$ cat src/rtl/sobel_v_window_ctrl.sv
// Raster-order 3x3 window controller for a vertical Sobel kernel: two line
// buffers, a shifting window, tap outputs and a registered result stage.
module sobel_v_window_ctrl #(
  parameter int IMG_W = 64,
  parameter int IMG_H = 64
) (
  input  logic       clk,
  input  logic       rst,
  input  logic       start,
  input  logic       in_valid,
  input  logic [7:0] in_pix,
  output logic       in_ready,
  output logic [7:0] p1,
  output logic [7:0] p3,
  output logic [7:0] p4,
  output logic [7:0] p6,
  output logic [7:0] p7,
  output logic [7:0] p9,
  input  logic [7:0] kern_y,
  output logic       out_valid,
  output logic [7:0] out_pix,
  output logic       out_last,
  output logic       busy,
  output logic       done
);

  localparam int NPIX = IMG_W * IMG_H;
  localparam int CW   = $clog2(IMG_W);
  localparam int RW   = $clog2(IMG_H);
  localparam int NW   = $clog2(NPIX + 1);

  localparam logic [CW-1:0] COL_MAX = CW'(IMG_W - 1);
  localparam logic [RW-1:0] ROW_MAX = RW'(IMG_H - 1);
  localparam logic [CW-1:0] COL_TWO = CW'(2);
  localparam logic [RW-1:0] ROW_TWO = RW'(2);
  localparam logic [NW-1:0] NPIX_C  = NW'(NPIX);

  typedef enum logic [1:0] {
    S_IDLE = 2'd0,
    S_RUN  = 2'd1,
    S_DONE = 2'd2
  } state_t;

  state_t state_q, state_d;

  logic [CW-1:0] col_q, col_d;
  logic [RW-1:0] row_q, row_d;
  logic [NW-1:0] cnt_q, cnt_d;

  // win_q[r][c]: r=0 is row-2, r=2 is the current row; c=0 is the left column
  logic [2:0][2:0][7:0] win_q, win_d;
  logic [7:0] lb1_q [IMG_W];
  logic [7:0] lb2_q [IMG_W];

  logic       win_valid_q, win_last_q;
  logic       out_valid_q, out_last_q;
  logic [7:0] out_pix_q;
  logic       accept_s;

  // State register
  always_ff @(posedge clk) begin
    if (rst) begin
      state_q <= S_IDLE;
    end else begin
      state_q <= state_d;
    end
  end

  // Next-state logic
  always_comb begin
    state_d = state_q;
    case (state_q)
      S_IDLE: begin
        if (start) state_d = S_RUN;
        else       state_d = S_IDLE;
      end
      S_RUN: begin
        if (out_last_q) state_d = S_DONE;
        else            state_d = S_RUN;
      end
      S_DONE:  state_d = S_IDLE;
      default: state_d = S_IDLE;
    endcase
  end

  // State-decoded outputs
  always_comb begin
    busy     = 1'b0;
    done     = 1'b0;
    in_ready = 1'b0;
    case (state_q)
      S_RUN: begin
        busy     = 1'b1;
        in_ready = (cnt_q < NPIX_C);
      end
      S_DONE: begin
        busy = 1'b1;
        done = 1'b1;
      end
      default: begin
        busy     = 1'b0;
        done     = 1'b0;
        in_ready = 1'b0;
      end
    endcase
  end

  assign accept_s = in_valid & in_ready;

  // Raster position and accepted-pixel count
  always_comb begin
    col_d = col_q;
    row_d = row_q;
    cnt_d = cnt_q;
    if (state_q == S_IDLE && start) begin
      col_d = '0;
      row_d = '0;
      cnt_d = '0;
    end else if (accept_s) begin
      cnt_d = cnt_q + NW'(1);
      if (col_q == COL_MAX) begin
        col_d = '0;
        if (row_q == ROW_MAX) row_d = '0;
        else                  row_d = row_q + RW'(1);
      end else begin
        col_d = col_q + CW'(1);
      end
    end else begin
      col_d = col_q;
      row_d = row_q;
      cnt_d = cnt_q;
    end
  end

  // Window shifts left; the new right column is {row-2, row-1, row} at col
  always_comb begin
    win_d = win_q;
    if (accept_s) begin
      for (int r = 0; r < 3; r++) begin
        win_d[r][0] = win_q[r][1];
        win_d[r][1] = win_q[r][2];
      end
      win_d[0][2] = lb2_q[col_q];
      win_d[1][2] = lb1_q[col_q];
      win_d[2][2] = in_pix;
    end else begin
      win_d = win_q;
    end
  end

  // Counters, window and result pipeline registers
  always_ff @(posedge clk) begin
    if (rst) begin
      col_q       <= '0;
      row_q       <= '0;
      cnt_q       <= '0;
      win_q       <= '0;
      win_valid_q <= 1'b0;
      win_last_q  <= 1'b0;
      out_valid_q <= 1'b0;
      out_last_q  <= 1'b0;
      out_pix_q   <= 8'd0;
    end else begin
      col_q       <= col_d;
      row_q       <= row_d;
      cnt_q       <= cnt_d;
      win_q       <= win_d;
      win_valid_q <= accept_s && (row_q >= ROW_TWO) && (col_q >= COL_TWO);
      win_last_q  <= accept_s && (row_q == ROW_MAX) && (col_q == COL_MAX);
      out_valid_q <= win_valid_q;
      out_last_q  <= win_valid_q & win_last_q;
      if (win_valid_q) out_pix_q <= kern_y;
      else             out_pix_q <= out_pix_q;
    end
  end

  // Line buffers are never cleared; rows 0 and 1 of a frame refill them
  always_ff @(posedge clk) begin
    if (accept_s) begin
      lb2_q[col_q] <= lb1_q[col_q];
      lb1_q[col_q] <= in_pix;
    end
  end

  assign p1 = win_q[0][0];
  assign p3 = win_q[0][2];
  assign p4 = win_q[1][0];
  assign p6 = win_q[1][2];
  assign p7 = win_q[2][0];
  assign p9 = win_q[2][2];

  assign out_valid = out_valid_q;
  assign out_pix   = out_pix_q;
  assign out_last  = out_last_q;

endmodule
$ cat config.mk
export PLATFORM = sky130hd
export DESIGN_NAME = sobel_v_window_ctrl
export DESIGN_NICKNAME = d
export VERILOG_FILES = /design/src/rtl/sobel_v_window_ctrl.sv
export SDC_FILE = /design/constraint.sdc
export NUM_CORES = 1
export LEC_CHECK = 0
export CORE_ASPECT_RATIO = 1.5
export CORE_MARGIN = 2
export CORE_UTILIZATION = 55
export CTS_CLUSTER_SIZE = 10
export DETAILED_ROUTE_END_ITERATION = 7
export PLACE_DENSITY = 0.7
export SLEW_MARGIN = 20
export SYNTH_ARGS = -nofsm -noshare
export SYNTH_HDL_FRONTEND = slang
export SYNTH_SLANG_ARGS = --single-unit
$ cat constraint.sdc
create_clock -name clk -period 12.15 [get_ports clk]
set_clock_uncertainty 0.05 [all_clocks]
set_input_delay 2.43 -clock clk [delete_from_list [all_inputs] [get_ports clk]]
set_output_delay 2.43 -clock clk [all_outputs]
set_load 0.02 [all_outputs]
==> results.toml <==
[outcome]
status = "completed"

[global_routing]
antenna_found_initial = 2
grt.overflow.total = 0
grt_pass1_wl_um = 153000
grt_pass1_vias = 23100
grt_start_max_net_pins = 85
grt_usage = 0.257

[hold_path]
whs_endpoint = "out_last"
holdPathStages = 1
worstHoldPathType = "reg2reg"
hp-start = "win_last_q"

[timing]
finalMaxSlewViolations = 0
worst_pin_slew_ns = 1.06
setup_viol = 0
rsz0062_at_grt = "no"
timing.final.hold_violations = 0
fin_crit_ns = 4.83
finalCritPeriodShare = 0.397
max_freq_mhz = 207
tns_ns = 0
slew_headroom = 0.294

[cts]
root_buffer = "clkbuf_16"
clockBufferDepth = 3
hold_buffers = 0
cts_buffers = 132
cts_tree = "built"
htreeDepth = 4
clk_latency_ns = 0.69
cts_sinks = 1141
post_cts_buffers = 0
post_cts_resized = 0
cts.reportedPaths.clkPinSlew_ns = 0.05

[synthesis]
synthArstFlopShare = 0
ys_warn_count = 0
synth.largest_area_cell = "edfxtp_1"
ys.flop_type = "edfxtp_1"
synth_top_area_share = 0.694
postSynthCellCount = 2402
synth_common_cells = "edfxtp_1 (1024), mux4_2 (196), mux2i_1 (187)"
synth_most_common_cell = "edfxtp_1"
yosysSeqAreaShare = 0.747
synth_nets = 2430
avgSynthCellArea_um2 = 18.4
synthTopCellsByArea = "edfxtp_1 (69%), mux4_2 (10%), dfxtp_1 (5.3%), mux2i_1 (4.2%), nand2_1 (1.3%)"
synth_cell_types = 49
synth_edf_count = 1024
synth_area_mm2 = 0.0443
synth-seq-cells = 1141

[setup_path]
worstPathRequired_ns = 12.41
path_delay_family = "simple AND/OR/NAND/NOR gates"
worst_path_max_delay_cell = "nor2_2"
path_buf_inv = 2
critPathMaxFanout = 59
r2r_end = "lb2_q[59][6]"
start_kind = "primary input"
r2r_slack_ns = 7.50
worstRegToRegCells = 8
slowest_delay_ns = 0.85
cp-end-kind = "flip-flop"
critical_path_class = "in2reg"
critPathArrivalTime_ns = 5.09
cp_cell_sequence = "clkdlybuf4s50_1 -> nand2_2 -> buf_4 -> nor2_1 -> nand2_1 -> nor2_2"

[power_and_ir_drop]
pwr-share-comb = 0.033
total_power_mw = 8.01
ir_worst_vdd_mv = 0.108
power_density_mw_per_mm2 = 161
intPower_mw = 6.39
p_clk_frac = 0.429
p_sw_mw = 1.63
p_leak_nw = 15.1
power_frac_seq = 0.538
switching_share = 0.203

[final_layout]
fill_cells = 5433
multi_input_area_mm2 = 0.0102
area_delta_synth_final_pct = 12.2
final_nets = 2550
register_area_mm2 = 0.0331
final_layout_size_suffix_gt1_frac = 0.197
diodes = 0

[routing]
via_per_inst = 6.31
drt_first_iter_violations = 2195
antenna_left = 0
wl_um = 105000
dr_total_vias = 22700
avgRoutedWirePerCell_um = 29.2
first_pass_iters = 6
post-route-drc-count = 0

[floorplan]
row_count = 127
fp.dieW_um = 236
start_util = 0.554
io_pins = 81
coreArea_mm2 = 0.0799
die_y_um = 352
dieArea_mm2 = 0.0829

[placement]
io_buffer_count = 80
place.gp.congestion = 0.951
dp_hpwl_um = 63300

[run]
drv_cap = 0
[worst register-to-register path, stage by stage, from the launching register on]
cell      delay (ns)
dfxtp_2         0.80
buf_4           0.59
nor2_1          0.32
a22oi_1         0.28
a21oi_1         0.12
a211oi_1        0.82
nand3_1         0.49
o21ai_4         0.15
buf_4           0.64
[registers in the layout, indices dropped and copies added (netlist names), 2 cells and up, named ones only]
name / cells
lb1_q: 512
cnt_q: 13
row_q: 6
out_pix: 8
col_q: 6
p9: 8
win_q: 24
p4: 8
lb2_q: 512
state_q: 2
p7: 8
p6: 8
p1: 8
p3: 8
[through the flow]
| stage | std cells | util | instance area (µm²) | hold slack, ns | setup slack, ns |
|---|---|---|---|---|---|
| 2_1_floorplan | 2402 | - | 44300 | 0.356 | 7.40 |
| 6_report | 3594 | 0.622 | 49700 | 0.394 | 7.32 |
| 5_1_grt | 3594 | 0.622 | 49700 | 0.416 | 7.24 |
| 4_1_cts | 3594 | 0.622 | 49700 | 0.402 | 7.13 |
| 3_5_place_dp | 3420 | 0.576 | 46100 | 0.369 | 6.44 |
| 3_3_place_gp | 3420 | 0.576 | 46100 | 0.366 | 6.41 |
[layout by cell type, fill, tap and decap left out, types with 3 or more instances in the layout]
cell type / netlist / final
a22oi_1: 30 / 30
inv_1: 3 / 3
nor2_1: 120 / 113
inv_6: 0 / 9
and3_1: 5 / 5
nand2b_1: 21 / 21
dfxtp_1: 117 / 111
a31oi_1: 8 / 8
edfxtp_1: 1024 / 1024
clkdlybuf4s50_1: 0 / 71
o211ai_1: 10 / 10
nand2_1: 156 / 155
o21ai_1: 18 / 11
clkbuf_1: 56 / 26
o21bai_1: 8 / 8
o22ai_1: 32 / 32
nor4_1: 10 / 10
clkbuf_16: 0 / 136
nand4_1: 8 / 8
nand3_1: 45 / 45
buf_4: 60 / 97
buf_2: 46 / 9
clkinv_8: 0 / 3
dfxtp_4: 0 / 5
xnor2_1: 6 / 6
nor3_1: 13 / 13
a21oi_1: 68 / 68
mux4_2: 196 / 196
xor2_1: 15 / 15
o21ai_0: 9 / 8
and2_1: 5 / 5
a221oi_1: 11 / 11
nor2_2: 0 / 7
o21ai_4: 0 / 8
mux2_2: 25 / 25
ha_1: 8 / 8
a221o_1: 8 / 8
a211oi_1: 11 / 11
mux2i_1: 187 / 187
nor2b_1: 18 / 17
[cell type report]
cell class,count,area share
Clock inverter,12,0.00257
Timing Repair Buffer,177,0.0299
Inverter,4,0.000302
Clock buffer,162,0.0704
Tap cell,1032,0.0260
Sequential cell,1141,0.666
Multi-Input combinational cell,1066,0.205
[power by group through the flow]
stage | clock network, mW | logic [mW] | registers (mW)
detailed placement | 0 | 0.261 | 4.39
global placement | 0 | 0.252 | 4.39
global route | 3.63 | 0.275 | 4.31
finish | 3.44 | 0.261 | 4.31
CTS | 3.48 | 0.262 | 4.31
floorplan | 0 | 0.151 | 4.39
[how the worst max path moves through the flow]
stage,startpoint,to,slack [ns],cells after the start
after floorplan,flip-flop,lb2_q[0][7],7.40,9
after global placement,in_valid,lb1_q[48][2],6.41,6
after detailed placement,in_valid,lb1_q[50][0],6.44,6
after CTS,in_valid,lb2_q[50][2],7.13,6
after global routing,in_valid,lb1_q[48][1],7.24,6
final,in_valid,lb1_q[48][2],7.32,6
[metal layers]
metal | track usage | share of wire | up-vias
met4 | 0.157 | 0.063 | 0
met3 | 0.0395 | 0.067 | 245
met5 | 0 | 0 | -
met2 | 0.454 | 0.52 | 1071
met1 | 0.298 | 0.35 | 11700
li1 | - | - | 9646
[cell families (layout without fill, tap and decap cells)]
| group | Yosys count | after routing | synth area share |
|---|---|---|---|
| compound gates | 216 | 216 | 0.0309 |
| xor+xnor | 21 | 21 | 0.00415 |
| fa+ha+maj | 8 | 8 | 0.00226 |
| buf+inv | 195 | 355 | 0.0261 |
| flops | 1141 | 1141 | 0.747 |
| mux | 408 | 408 | 0.148 |
| simple gates | 413 | 413 | 0.0415 |
No activity file was read; power rests on OpenSTA's default activity.
